===== src/rtl/sha_mine_pkg.sv =====
// rtl/sha_mine_pkg.sv - shared constants, FSM state enum and IV helper for the SHA-256 mining datapath
package sha_mine_pkg;

    localparam int ROUNDS_DEFAULT = 64;

    localparam logic [1:0] PH_INIT   = 2'd0;
    localparam logic [1:0] PH_CHUNK1 = 2'd1;
    localparam logic [1:0] PH_CHUNK2 = 2'd2;
    localparam logic [1:0] PH_CHUNK3 = 2'd3;

    typedef enum logic [2:0] {
        ST_IDLE   = 3'd0,
        ST_LOAD   = 3'd1,
        ST_ROUNDS = 3'd2,
        ST_ACCUM  = 3'd3,
        ST_CHECK  = 3'd4,
        ST_DONE   = 3'd5
    } seq_state_e;

    // SHA-256 initial hash value H0..H7, loaded by the accumulators in phase PH_INIT
    function automatic logic [31:0] sha256_iv(input logic [2:0] idx);
        logic [31:0] v;
        case (idx)
            3'd0:    v = 32'h6a09e667;
            3'd1:    v = 32'hbb67ae85;
            3'd2:    v = 32'h3c6ef372;
            3'd3:    v = 32'ha54ff53a;
            3'd4:    v = 32'h510e527f;
            3'd5:    v = 32'h9b05688c;
            3'd6:    v = 32'h1f83d9ab;
            default: v = 32'h5be0cd19;
        endcase
        return v;
    endfunction

endpackage


===== src/rtl/sha_round_sequencer_if.sv =====
// rtl/sha_round_sequencer_if.sv - sweep control and datapath strobe bundle; hash_cnt present under SHA_SEQ_HASH_CNT_EN
interface sha_round_sequencer_if #(
    parameter int NONCE_W = 32
) ();
    logic               start;
    logic               abort;
    logic [NONCE_W-1:0] nonce_first;
    logic [NONCE_W-1:0] nonce_last;
    logic               hit;
    logic               busy;
    logic [1:0]         block;
    logic               nonce_sig;
    logic [5:0]         round;
    logic               load_w;
    logic               round_en;
    logic               accum;
    logic               check;
    logic [NONCE_W-1:0] nonce;
    logic               found;
    logic               exhausted;
`ifdef SHA_SEQ_HASH_CNT_EN
    logic [31:0]        hash_cnt;
`endif

    modport master (
        output start, abort, nonce_first, nonce_last, hit,
        input  busy, block, nonce_sig, round, load_w, round_en, accum, check,
               nonce, found, exhausted
`ifdef SHA_SEQ_HASH_CNT_EN
        , input hash_cnt
`endif
    );

    modport slave (
        input  start, abort, nonce_first, nonce_last, hit,
        output busy, block, nonce_sig, round, load_w, round_en, accum, check,
               nonce, found, exhausted
`ifdef SHA_SEQ_HASH_CNT_EN
        , output hash_cnt
`endif
    );
endinterface


===== src/rtl/nonce_range_counter.sv =====
// rtl/nonce_range_counter.sv - latches the nonce range, steps the nonce with wrap, flags the last nonce
module nonce_range_counter #(
    parameter int NONCE_W = 32
) (
    input  logic               clk,
    input  logic               rst_n,
    input  logic               clr,
    input  logic               load,
    input  logic               inc,
    input  logic [NONCE_W-1:0] first,
    input  logic [NONCE_W-1:0] last,
    output logic [NONCE_W-1:0] nonce,
    output logic               is_last
);
    logic [NONCE_W-1:0] nonce_q, nonce_d;
    logic [NONCE_W-1:0] last_q, last_d;

    // clear beats load beats increment; increment wraps naturally mod 2^NONCE_W
    always_comb begin
        nonce_d = nonce_q;
        last_d  = last_q;
        if (clr) begin
            nonce_d = '0;
            last_d  = '0;
        end else if (load) begin
            nonce_d = first;
            last_d  = last;
        end else if (inc) begin
            nonce_d = nonce_q + NONCE_W'(1);
        end
    end

    // range registers
    always_ff @(posedge clk or negedge rst_n) begin
        if (!rst_n) begin
            nonce_q <= '0;
            last_q  <= '0;
        end else begin
            nonce_q <= nonce_d;
            last_q  <= last_d;
        end
    end

    assign nonce   = nonce_q;
    assign is_last = (nonce_q == last_q);
endmodule


===== src/rtl/sha_round_sequencer.sv =====
// rtl/sha_round_sequencer.sv - double SHA-256 round sequencer FSM with nonce sweep; SHA_SEQ_HASH_CNT_EN adds hash_cnt
module sha_round_sequencer
    import sha_mine_pkg::*;
#(
    parameter int ROUNDS  = ROUNDS_DEFAULT,
    parameter int NONCE_W = 32
) (
    input  logic                  clk,
    input  logic                  reset_n,
    sha_round_sequencer_if.slave  bus
);
    localparam logic [5:0] ROUND_LAST = 6'(ROUNDS - 1);

    seq_state_e         state_q, state_d;
    logic [1:0]         block_q, block_d;
    logic               nonce_sig_q, nonce_sig_d;
    logic [5:0]         round_q, round_d;
    logic               found_q, found_d;
    logic               exhausted_q, exhausted_d;
    logic               cnt_clr, cnt_load, cnt_inc;
    logic [NONCE_W-1:0] cur_nonce;
    logic               is_last;

    nonce_range_counter #(.NONCE_W(NONCE_W)) u_nonce (
        .clk     (clk),
        .rst_n   (reset_n),
        .clr     (cnt_clr),
        .load    (cnt_load),
        .inc     (cnt_inc),
        .first   (bus.nonce_first),
        .last    (bus.nonce_last),
        .nonce   (cur_nonce),
        .is_last (is_last)
    );

    // next-state and register updates; abort overrides everything, including a start
    always_comb begin
        state_d     = state_q;
        block_d     = block_q;
        nonce_sig_d = nonce_sig_q;
        round_d     = round_q;
        found_d     = found_q;
        exhausted_d = exhausted_q;
        cnt_clr     = 1'b0;
        cnt_load    = 1'b0;
        cnt_inc     = 1'b0;
        if (bus.abort) begin
            state_d     = ST_IDLE;
            block_d     = PH_INIT;
            nonce_sig_d = 1'b0;
            round_d     = '0;
            found_d     = 1'b0;
            exhausted_d = 1'b0;
            cnt_clr     = 1'b1;
        end else begin
            case (state_q)
                ST_IDLE, ST_DONE: begin
                    if (bus.start) begin
                        state_d     = ST_LOAD;
                        block_d     = PH_CHUNK1;
                        nonce_sig_d = 1'b0;
                        round_d     = '0;
                        found_d     = 1'b0;
                        exhausted_d = 1'b0;
                        cnt_load    = 1'b1;
                    end
                end
                ST_LOAD: begin
                    round_d = '0;
                    state_d = ST_ROUNDS;
                end
                ST_ROUNDS: begin
                    round_d = round_q + 6'd1;
                    if (round_q == ROUND_LAST) begin
                        state_d = ST_ACCUM;
                    end
                end
                ST_ACCUM: begin
                    case (block_q)
                        PH_CHUNK1: begin
                            block_d = PH_CHUNK2;
                            state_d = ST_LOAD;
                        end
                        PH_CHUNK2: begin
                            block_d = PH_CHUNK3;
                            state_d = ST_LOAD;
                        end
                        default: state_d = ST_CHECK;
                    endcase
                end
                ST_CHECK: begin
                    if (bus.hit) begin
                        found_d = 1'b1;
                        state_d = ST_DONE;
                    end else if (is_last) begin
                        exhausted_d = 1'b1;
                        state_d     = ST_DONE;
                    end else begin
                        // midstate is cached now, so later nonces start at chunk 2
                        cnt_inc     = 1'b1;
                        nonce_sig_d = 1'b1;
                        block_d     = PH_CHUNK2;
                        state_d     = ST_LOAD;
                    end
                end
                default: state_d = ST_IDLE;
            endcase
        end
    end

    // sequencer state registers
    always_ff @(posedge clk or negedge reset_n) begin
        if (!reset_n) begin
            state_q     <= ST_IDLE;
            block_q     <= PH_INIT;
            nonce_sig_q <= 1'b0;
            round_q     <= '0;
            found_q     <= 1'b0;
            exhausted_q <= 1'b0;
        end else begin
            state_q     <= state_d;
            block_q     <= block_d;
            nonce_sig_q <= nonce_sig_d;
            round_q     <= round_d;
            found_q     <= found_d;
            exhausted_q <= exhausted_d;
        end
    end

    assign bus.busy      = (state_q != ST_IDLE) && (state_q != ST_DONE);
    assign bus.block     = block_q;
    assign bus.nonce_sig = nonce_sig_q;
    assign bus.round     = round_q;
    assign bus.load_w    = (state_q == ST_LOAD);
    assign bus.round_en  = (state_q == ST_ROUNDS);
    assign bus.accum     = (state_q == ST_ACCUM);
    assign bus.check     = (state_q == ST_CHECK);
    assign bus.nonce     = cur_nonce;
    assign bus.found     = found_q;
    assign bus.exhausted = exhausted_q;

`ifdef SHA_SEQ_HASH_CNT_EN
    logic [31:0] hash_cnt_q, hash_cnt_d;
    logic        start_acc;

    assign start_acc = !bus.abort && bus.start &&
                       ((state_q == ST_IDLE) || (state_q == ST_DONE));

    // saturating count of completed nonce evaluations, restarted by each accepted start
    always_comb begin
        hash_cnt_d = hash_cnt_q;
        if (start_acc) begin
            hash_cnt_d = '0;
        end else if (!bus.abort && (state_q == ST_CHECK) && (hash_cnt_q != 32'hFFFF_FFFF)) begin
            hash_cnt_d = hash_cnt_q + 32'd1;
        end
    end

    // evaluation counter register
    always_ff @(posedge clk or negedge reset_n) begin
        if (!reset_n) begin
            hash_cnt_q <= '0;
        end else begin
            hash_cnt_q <= hash_cnt_d;
        end
    end

    assign bus.hash_cnt = hash_cnt_q;
`endif
endmodule


===== src/flat_wrapper.sv =====
// flat-port wrapper written by rule: the top's interface ports become plain ports
module sha_round_sequencer_flat import sha_mine_pkg::*;
#(
    parameter int ROUNDS  = ROUNDS_DEFAULT,
    parameter int NONCE_W = 32
)
  (clk, reset_n, bus_start, bus_abort, bus_nonce_first, bus_nonce_last, bus_hit, bus_busy, bus_block, bus_nonce_sig, bus_round, bus_load_w, bus_round_en, bus_accum, bus_check, bus_nonce, bus_found, bus_exhausted);
  sha_round_sequencer_if #(.NONCE_W(NONCE_W)) bus_i ();
  input  logic clk;
  input  logic reset_n;
  input wire logic [$bits(bus_i.start)-1:0] bus_start;
  input wire logic [$bits(bus_i.abort)-1:0] bus_abort;
  input wire logic [$bits(bus_i.nonce_first)-1:0] bus_nonce_first;
  input wire logic [$bits(bus_i.nonce_last)-1:0] bus_nonce_last;
  input wire logic [$bits(bus_i.hit)-1:0] bus_hit;
  output wire logic [$bits(bus_i.busy)-1:0] bus_busy;
  output wire logic [$bits(bus_i.block)-1:0] bus_block;
  output wire logic [$bits(bus_i.nonce_sig)-1:0] bus_nonce_sig;
  output wire logic [$bits(bus_i.round)-1:0] bus_round;
  output wire logic [$bits(bus_i.load_w)-1:0] bus_load_w;
  output wire logic [$bits(bus_i.round_en)-1:0] bus_round_en;
  output wire logic [$bits(bus_i.accum)-1:0] bus_accum;
  output wire logic [$bits(bus_i.check)-1:0] bus_check;
  output wire logic [$bits(bus_i.nonce)-1:0] bus_nonce;
  output wire logic [$bits(bus_i.found)-1:0] bus_found;
  output wire logic [$bits(bus_i.exhausted)-1:0] bus_exhausted;
  assign bus_i.start = bus_start;
  assign bus_i.abort = bus_abort;
  assign bus_i.nonce_first = bus_nonce_first;
  assign bus_i.nonce_last = bus_nonce_last;
  assign bus_i.hit = bus_hit;
  assign bus_busy = bus_i.busy;
  assign bus_block = bus_i.block;
  assign bus_nonce_sig = bus_i.nonce_sig;
  assign bus_round = bus_i.round;
  assign bus_load_w = bus_i.load_w;
  assign bus_round_en = bus_i.round_en;
  assign bus_accum = bus_i.accum;
  assign bus_check = bus_i.check;
  assign bus_nonce = bus_i.nonce;
  assign bus_found = bus_i.found;
  assign bus_exhausted = bus_i.exhausted;
  sha_round_sequencer #(.ROUNDS(ROUNDS), .NONCE_W(NONCE_W)) u_core (.clk(clk), .reset_n(reset_n), .bus(bus_i));
endmodule

===== config.mk =====
export PLATFORM = sky130hd
export DESIGN_NAME = sha_round_sequencer_flat
export DESIGN_NICKNAME = d
export VERILOG_FILES = /design/src/rtl/sha_mine_pkg.sv /design/src/rtl/sha_round_sequencer_if.sv /design/src/rtl/nonce_range_counter.sv /design/src/rtl/sha_round_sequencer.sv /design/src/flat_wrapper.sv
export SDC_FILE = /design/constraint.sdc
export NUM_CORES = 1
export LEC_CHECK = 0
export BUFFER_PORTS_ARGS = -buffer_cell sky130_fd_sc_hd__buf_4
export CAP_MARGIN = 20
export CORE_MARGIN = 2
export CORE_UTILIZATION = 45
export DETAILED_ROUTE_END_ITERATION = 16
export GPL_TIMING_DRIVEN = 0
export PLACE_DENSITY = 0.72
export SKIP_CTS_REPAIR_TIMING = 1
export SLEW_MARGIN = 15
export SYNTH_ARGS = -nofsm -noshare
export SYNTH_HDL_FRONTEND = slang
export SYNTH_HIERARCHICAL = 1
export SYNTH_SLANG_ARGS = --single-unit

===== constraint.sdc =====
create_clock -name clk -period 3.27 [get_ports clk]
set_input_delay 0.981 -clock clk [delete_from_list [all_inputs] [get_ports clk]]
set_output_delay 0.981 -clock clk [all_outputs]
set_load 0.03 [all_outputs]

==> summary.txt, run 1 <==
Run status
  • Status: finished clean

Clock network
  • Clock Sinks: between 70 and 80
  • Max clock buf depth: 2
  • Number of buffers created by CTS: 9
  • Worst skew pair latency: 0.36 ns
  • Clock-pin slew on the worst setup and hold paths: approximately 0.090 ns
  • CTS tree: built
  • H-tree depth: 3
  • CTS root buf: clkbuf_8

Worst setup path
  • Worst reg-to-reg setup slack: 0.22 ns
  • Crit start category: flip-flop
  • CP Class: reg -> reg
  • Worst path arrival time: 3.31 ns
  • Crit path cell chain: clkdlybuf4s18_2 > xor2_2 > nor4_1 > nand4_1 > nor2_2 > nor4_4 > buf_4 > nand4_1 > or4_4 > buf_6 > or3_1 > a311oi_1
  • R2R Path End: u_core/u_nonce/nonce[15]
  • CP top delay family: simple AND/OR/NAND/NOR gates
  • Reg2reg path depth: 12
  • Crit-path most repeated cell: nand4_1
  • Worst-path fanout max: 9
  • Crit path buf inv count: 3
  • CP required: 3.54 ns
  • CP Depth: 12
  • Worst Setup End Kind: flip-flop
  • CP peak stage delay: between 0.4 and 0.5 ns
  • Slowest cell on the critical path: or4_4
  • Reg2reg start: u_core/u_nonce/nonce[15]

GRT
  • Largest net degree at the start of global routing: 79
  • Initial antenna violation count: 0
  • Vias in the first global route: 3910
  • First-pass GRT wire length: 20.3 mm
  • Global-route usage over all layers: 23.6%
  • Total gr overflow: 0

Timing
  • Max-slew violation count: 0
  • Max_slew headroom: 47.5%
  • Fin. Hold Viols: 0
  • RSZ-0062 raised after global routing: false
  • Worst-margin pin slew: 0.780 ns
  • Clock skew: 0.0122 ns
  • TNS Setup: 0 ns
  • Max Clk Rate: 328 MHz
  • Min cycle time layout: 3.05 ns
  • Final period util: 93.1%
  • Final setup viols: 0

Yosys
  • Most used flip-flop cell after synthesis: dfrtp_1
  • Syn avg cell area: ~9.7 um2
  • Synth area leader: dfrtp_1
  • Post-Syn Instances: 465
  • Synth Register Bits: 78
  • FFs w/ async S/R, synth: 100%
  • Top post-synthesis cells by area: dfrtp_1 43%, xor2_1 8.5%, mux2i_1 8.2%
  • EDFF count, synth: 0
  • Syn nets: ~540
  • Post-synth top area share: a little over two fifths
  • Distinct cells, synth: between 60 and 70
  • Syn Std Cell Area: around 4500 um2
  • Synth warn: 6
  • Register area share after synthesis: 43.3%

Placement
  • Placed cells: 714
  • Port Buffers: 116
  • Dpl hpwl: 9.25 mm
  • Final GP Congestion: around 0.86
  • DP Area: 5550 um2

Min path
  • Worst Hold Class: reg -> reg
  • Hold path depth: 2
  • Hold endpoint: u_core/bus.found
  • HP Start: u_core/bus.found

Pwr
  • PwrDens: 427 nW/um2
  • Peak VDD IR: 222 uV
  • Pleak: 0.00285 uW

Floorplan
  • Core area: 9770 um2
  • Die X: about 100 um
  • FP Rows: 36
  • I/O pin count: 117
  • Die Ht: 104 um
  • Die area: 10800 um2
  • Starting Density: 46.2%

Drt
  • Via density: approximately 5.4
  • Drt drc: 0
  • Routed wire per std cell: 17.0 um
  • DRT iter0 DRCs: 184
  • DRT Wirelength: 12.5 mm
  • Number of routed nets with antenna violations: 0
  • Total number of vias: 3996
  • Drt first pass iters: 4

Final layout
  • Design area: 5870 um2
  • Fin nets: 669
  • Area grow syn2layout: 30.1%
  • Non-Filler Instances: 735
  • Ant. Diodes: 0
  • Share of layout cells above drive strength 1: about 29%

Job
  • Max Cap Viol: 0
[cell families after synthesis]
kind of cell / after synthesis / share of synthesized area [%]
adder cells (fa/ha/maj): 3 / 0.832
AND/OR/NAND/NOR: 180 / 20.9
flip-flops: 78 / 43.3
multiplexers: 39 / 8.71
buffers and inverters: 42 / 4.82
XOR/XNOR: 61 / 11.8
AO/OA/AOI/OAI: 62 / 9.65
[through the flow]
step | total power (uW) | hold WS, ns | utilization, % | setup WS (ns)
finish | 2500 | 0.510 | 60.1 | 0.224
global route | 2620 | 0.548 | 60.1 | 0.0309
CTS | 2520 | 0.515 | 59.1 | -0.180
detailed placement | 1710 | 0.495 | 56.8 | -0.230
global placement | 1690 | 0.485 | 56.8 | -0.201
floorplan | 1460 | 0.506 | - | 0.251
[flip-flops by register name, indices dropped and copies added (netlist names)]
register / cells
u_core/bus.found: 1
u_core/bus.exhausted: 1
u_core/state_q: 3
u_core/u_nonce/nonce: 32
u_core/bus.nonce_sig: 1
u_core/bus.round: 6
u_core/u_nonce/last_q: 32
u_core/bus.block: 2
[worst min-delay path, delay by kind of cell, from the launching register on]
family	cells	cell delay [ns]
AND/OR/NAND/NOR	1	0.08
AO/OA/AOI/OAI	1	0.04
flip-flops	1	0.35
[placed cells by master (no fill, tap or decap), types with 2 or more instances in the layout]
cell type / count
a211o_1: 2
a211oi_1: 12
a21boi_0: 2
a21oi_1: 16
a221oi_1: 3
a22o_1: 3
a311oi_1: 2
a31oi_1: 2
and3_1: 6
and3b_1: 2
and4_1: 3
buf_2: 2
buf_4: 125
buf_6: 3
bufinv_16: 2
clkbuf_1: 16
clkbuf_8: 10
clkinv_4: 4
dfrtp_1: 78
ha_1: 3
inv_1: 10
mux2i_1: 37
nand2_1: 22
nand2b_1: 2
nand3_1: 7
nand4_1: 14
nand4_2: 2
nor2_1: 75
nor3_1: 10
nor3_2: 5
nor3b_1: 3
nor4_1: 14
o21ai_0: 5
o21bai_1: 5
or3_1: 3
xnor2_1: 17
xor2_1: 43
[worst max-delay path by stage]
stage / slack (ns) / endpoint / start
after floorplan: 0.25 / u_core/u_nonce/nonce[20] / bus_abort
after global placement: -0.20 / u_core/u_nonce/nonce[20] / bus_abort
after detailed placement: -0.23 / u_core/u_nonce/nonce[28] / bus_abort
after CTS: -0.18 / u_core/u_nonce/nonce[28] / u_core/u_nonce/nonce[15]
after global routing: 0.03 / u_core/u_nonce/nonce[29] / u_core/u_nonce/nonce[15]
final: 0.22 / u_core/u_nonce/nonce[15] / u_core/u_nonce/nonce[15]
[layout make-up]
| type | count | area (um2) |
|---|---|---|
| clock buffer | 9 | 124 |
| multi-input combinational | 345 | 2380 |
| tap | 133 | 166 |
| fill | 863 | 3900 |
| timing repair buffer | 123 | 936 |
| buffer | 28 | 163 |
| sequential | 78 | 1950 |
| inverter | 12 | 50.0 |
| clock inverter | 7 | 98.8 |
[layer usage]
metal / wire length, um / part of all wire, % / GRT usage [%] / vias to the layer above
met1: 5660 / 45 / 32.5 / 1964
met4: 157 / 1.3 / 7.24 / 0
met2: 6150 / 49 / 38.6 / 118
li1: - / - / - / 1901
met3: 565 / 4.5 / 3.13 / 13
met5: 0 / 0 / 0 / -
[cell usage after synthesis (3+ instances only)]
library cell	instances
a221oi_1	3
xor2_1	44
xnor2_1	17
clkbuf_1	18
nor3_2	3
nor4_1	15
nor3_1	12
ha_1	3
dfrtp_1	78
o21ai_0	5
buf_6	3
nand3_1	7
mux2i_1	37
and4_1	3
nand4_1	14
nor2_1	76
nand2_1	22
o21bai_1	5
or3_1	4
buf_2	3
nor3b_1	3
inv_1	10
and3_1	6
a22o_1	3
a211oi_1	12
a21oi_1	16
[where the power goes]
part	leakage, uW	switching, uW	internal (uW)
clock network	0.000109	379	432
logic	0.00168	331	255
registers	0.00106	84.2	1020
total	0.00285	794	1710
Note: power is estimated with default switching activity, not from simulation.
==> run 2: changes to the inputs <==
--- a/config.mk
+++ b/config.mk
@@ -9,9 +9,11 @@
 export CAP_MARGIN = 20
 export CORE_MARGIN = 2
 export CORE_UTILIZATION = 45
+export CTS_BUF_LIST = sky130_fd_sc_hd__clkbuf_4 sky130_fd_sc_hd__clkbuf_8
 export DETAILED_ROUTE_END_ITERATION = 16
 export GPL_TIMING_DRIVEN = 0
 export PLACE_DENSITY = 0.72
+export SETUP_SLACK_MARGIN = 0.02
 export SKIP_CTS_REPAIR_TIMING = 1
 export SLEW_MARGIN = 15
 export SYNTH_ARGS = -nofsm -noshare
==> run 2 against run 1 <==
Total power up 0.17%. Cell count is the same. Clock-buffer cell count stayed put. Critical path type unchanged. Sequential share of layout area about the same. Fmax decreased by 0.72%. Clock skew increased by 0.0021 ns. First-iteration DRC count up 4.3%. Die area unchanged. Critical endpoint unchanged. Core utilization up 0.051 points.
==> summary.txt, run 2 (synthesis gave the netlist of run 1 again) <==
Clock network
  • Worst skew pair latency: 0.36 ns
  • Clock-pin slew on the worst setup and hold paths: approximately 0.09 ns
  • CTS root buf: clkbuf_8
  • CTS tree: built
  • Max clock buf depth: 2
  • Clock Sinks: 78
  • H-tree depth: 3
  • Number of buffers created by CTS: 9

Final layout
  • Most frequent cells in the layout: 125 x buf_4, 78 x dfrtp_1, 75 x nor2_1
  • Fin nets: 669
  • Core Util, Final: 60.1%
  • Design area: 5880 um2
  • Area grow syn2layout: 30.3%
  • Most common cell after layout, fill and taps aside: buf_4
  • Ant. Diodes: 0
  • Share of layout cells above drive strength 1: 28.7%

Drt
  • Total number of vias: 4029
  • DRT Wirelength: 12.5 mm
  • Via density: between 5 and 6
  • Number of routed nets with antenna violations: 0
  • Drt drc: 0
  • Drt first pass iters: 5
  • Routed wire per std cell: 17.0 um
  • DRT iter0 DRCs: roughly 190

Pwr
  • Pleak: 0.00285 uW
  • Peak VDD IR: 223 uV
  • PwrDens: between 400 and 500 nW/um2

Worst setup path
  • Worst Setup End Kind: flip-flop
  • CP Class: reg -> reg
  • CP required: 3.54 ns
  • Crit start category: flip-flop
  • Worst-path fanout max: 9
  • Worst path arrival time: 3.34 ns

Timing
  • Max Clk Rate: 326 MHz
  • Min cycle time layout: 3.07 ns
  • Max-slew violation count: 0
  • Clock skew: 0.0143 ns
  • Max_slew headroom: 49.5%
  • RSZ-0062 raised after global routing: true
  • Final setup viols: 0
  • Fin. Hold Viols: 0
  • Final period util: a little over nine tenths
  • Worst-margin pin slew: 0.757 ns
  • TNS Setup: 0 ns

Placement
  • Port Buffers: ~120
  • Final GP Congestion: between 0.8 and 0.9
  • DP Area: 5550 um2
  • Dpl hpwl: roughly 9.3 mm

GRT
  • Total gr overflow: 0
  • Initial antenna violation count: 0
  • First-pass GRT wire length: 20.3 mm
  • Vias in the first global route: ~3.9k
  • Largest net degree at the start of global routing: 79
  • Global-route usage over all layers: 23.6%

Floorplan
  • Die area: 10800 um2
  • Core area: 9770 um2
  • I/O pin count: 117
  • FP Rows: 36
  • Die Ht: about 100 um
  • Die X: around 100 um
  • Starting Density: 46.2%

Job
  • Max Cap Viol: 0

Run status
  • Status: finished clean

Min path
  • Worst Hold Class: reg -> reg
run 2: cell count changes in the layout (fill, tap and decap cells not counted):
cell and change:
nor2_4 +1, nor2_2 -1
run 2: critical path: stages, from the launching register on:
cell and delay, ns:
dfrtp_1 0.39, clkdlybuf4s18_2 0.30, xor2_2 0.21, nor4_1 0.08
nand4_1 0.16, nor2_4 0.09, nor4_4 0.25, buf_4 0.16
nand4_1 0.15, or4_4 0.46, buf_6 0.16, or3_1 0.30
a311oi_1 0.26
run 2: area by class of cell:
| type | count | area, um2 |
|---|---|---|
| Buffer | 28 | 163 |
| Clock buffer | 9 | 124 |
| Clock inverter | 7 | 98.8 |
| Fill cell | 863 | 3900 |
| Inverter | 12 | 50.0 |
| Multi-Input combinational cell | 345 | 2390 |
| Sequential cell | 78 | 1950 |
| Tap cell | 133 | 166 |
| Timing Repair Buffer | 123 | 936 |
run 2: worst paths after layout:
path,startpoint,end,slack (ns),cells after the start
worst min-delay path,u_core/bus.found,u_core/bus.found,0.51,2
worst max register to register,u_core/u_nonce/nonce[15],u_core/u_nonce/nonce[15],0.20,12
worst max-delay path,u_core/u_nonce/nonce[15],u_core/u_nonce/nonce[15],0.20,12
worst min register to register,u_core/bus.found,u_core/bus.found,0.51,2
min in group asynchronous,reset_n,u_core/state_q[1],0.60,1
max in group asynchronous,reset_n,u_core/u_nonce/nonce[1],2.06,2
run 2: through the flow:
step                total power (uW)  hold slack (ns)  cells  setup slack (ns)
floorplan                       1460            0.506    465             0.251
global placement                1690            0.485    714            -0.201
detailed placement              1710            0.495    714            -0.230
CTS                             2520            0.515    730            -0.180
global route                    2630            0.548    735            0.0247
finish                          2510            0.510    735             0.202
run 2: power by group:
group	switching, uW	internal, uW	total (uW)
Clock	381	432	814
Combinational	332	255	587
Sequential	84.1	1020	1110
run 2: metal layers:
layer / share of wire [%] / wire (um) / GRT usage [%]
met5: 0 / 0 / 0
met4: 1.5 / 188 / 7.24
met3: 4.6 / 581 / 3.13
met2: 49 / 6150 / 38.6
met1: 45 / 5590 / 32.5
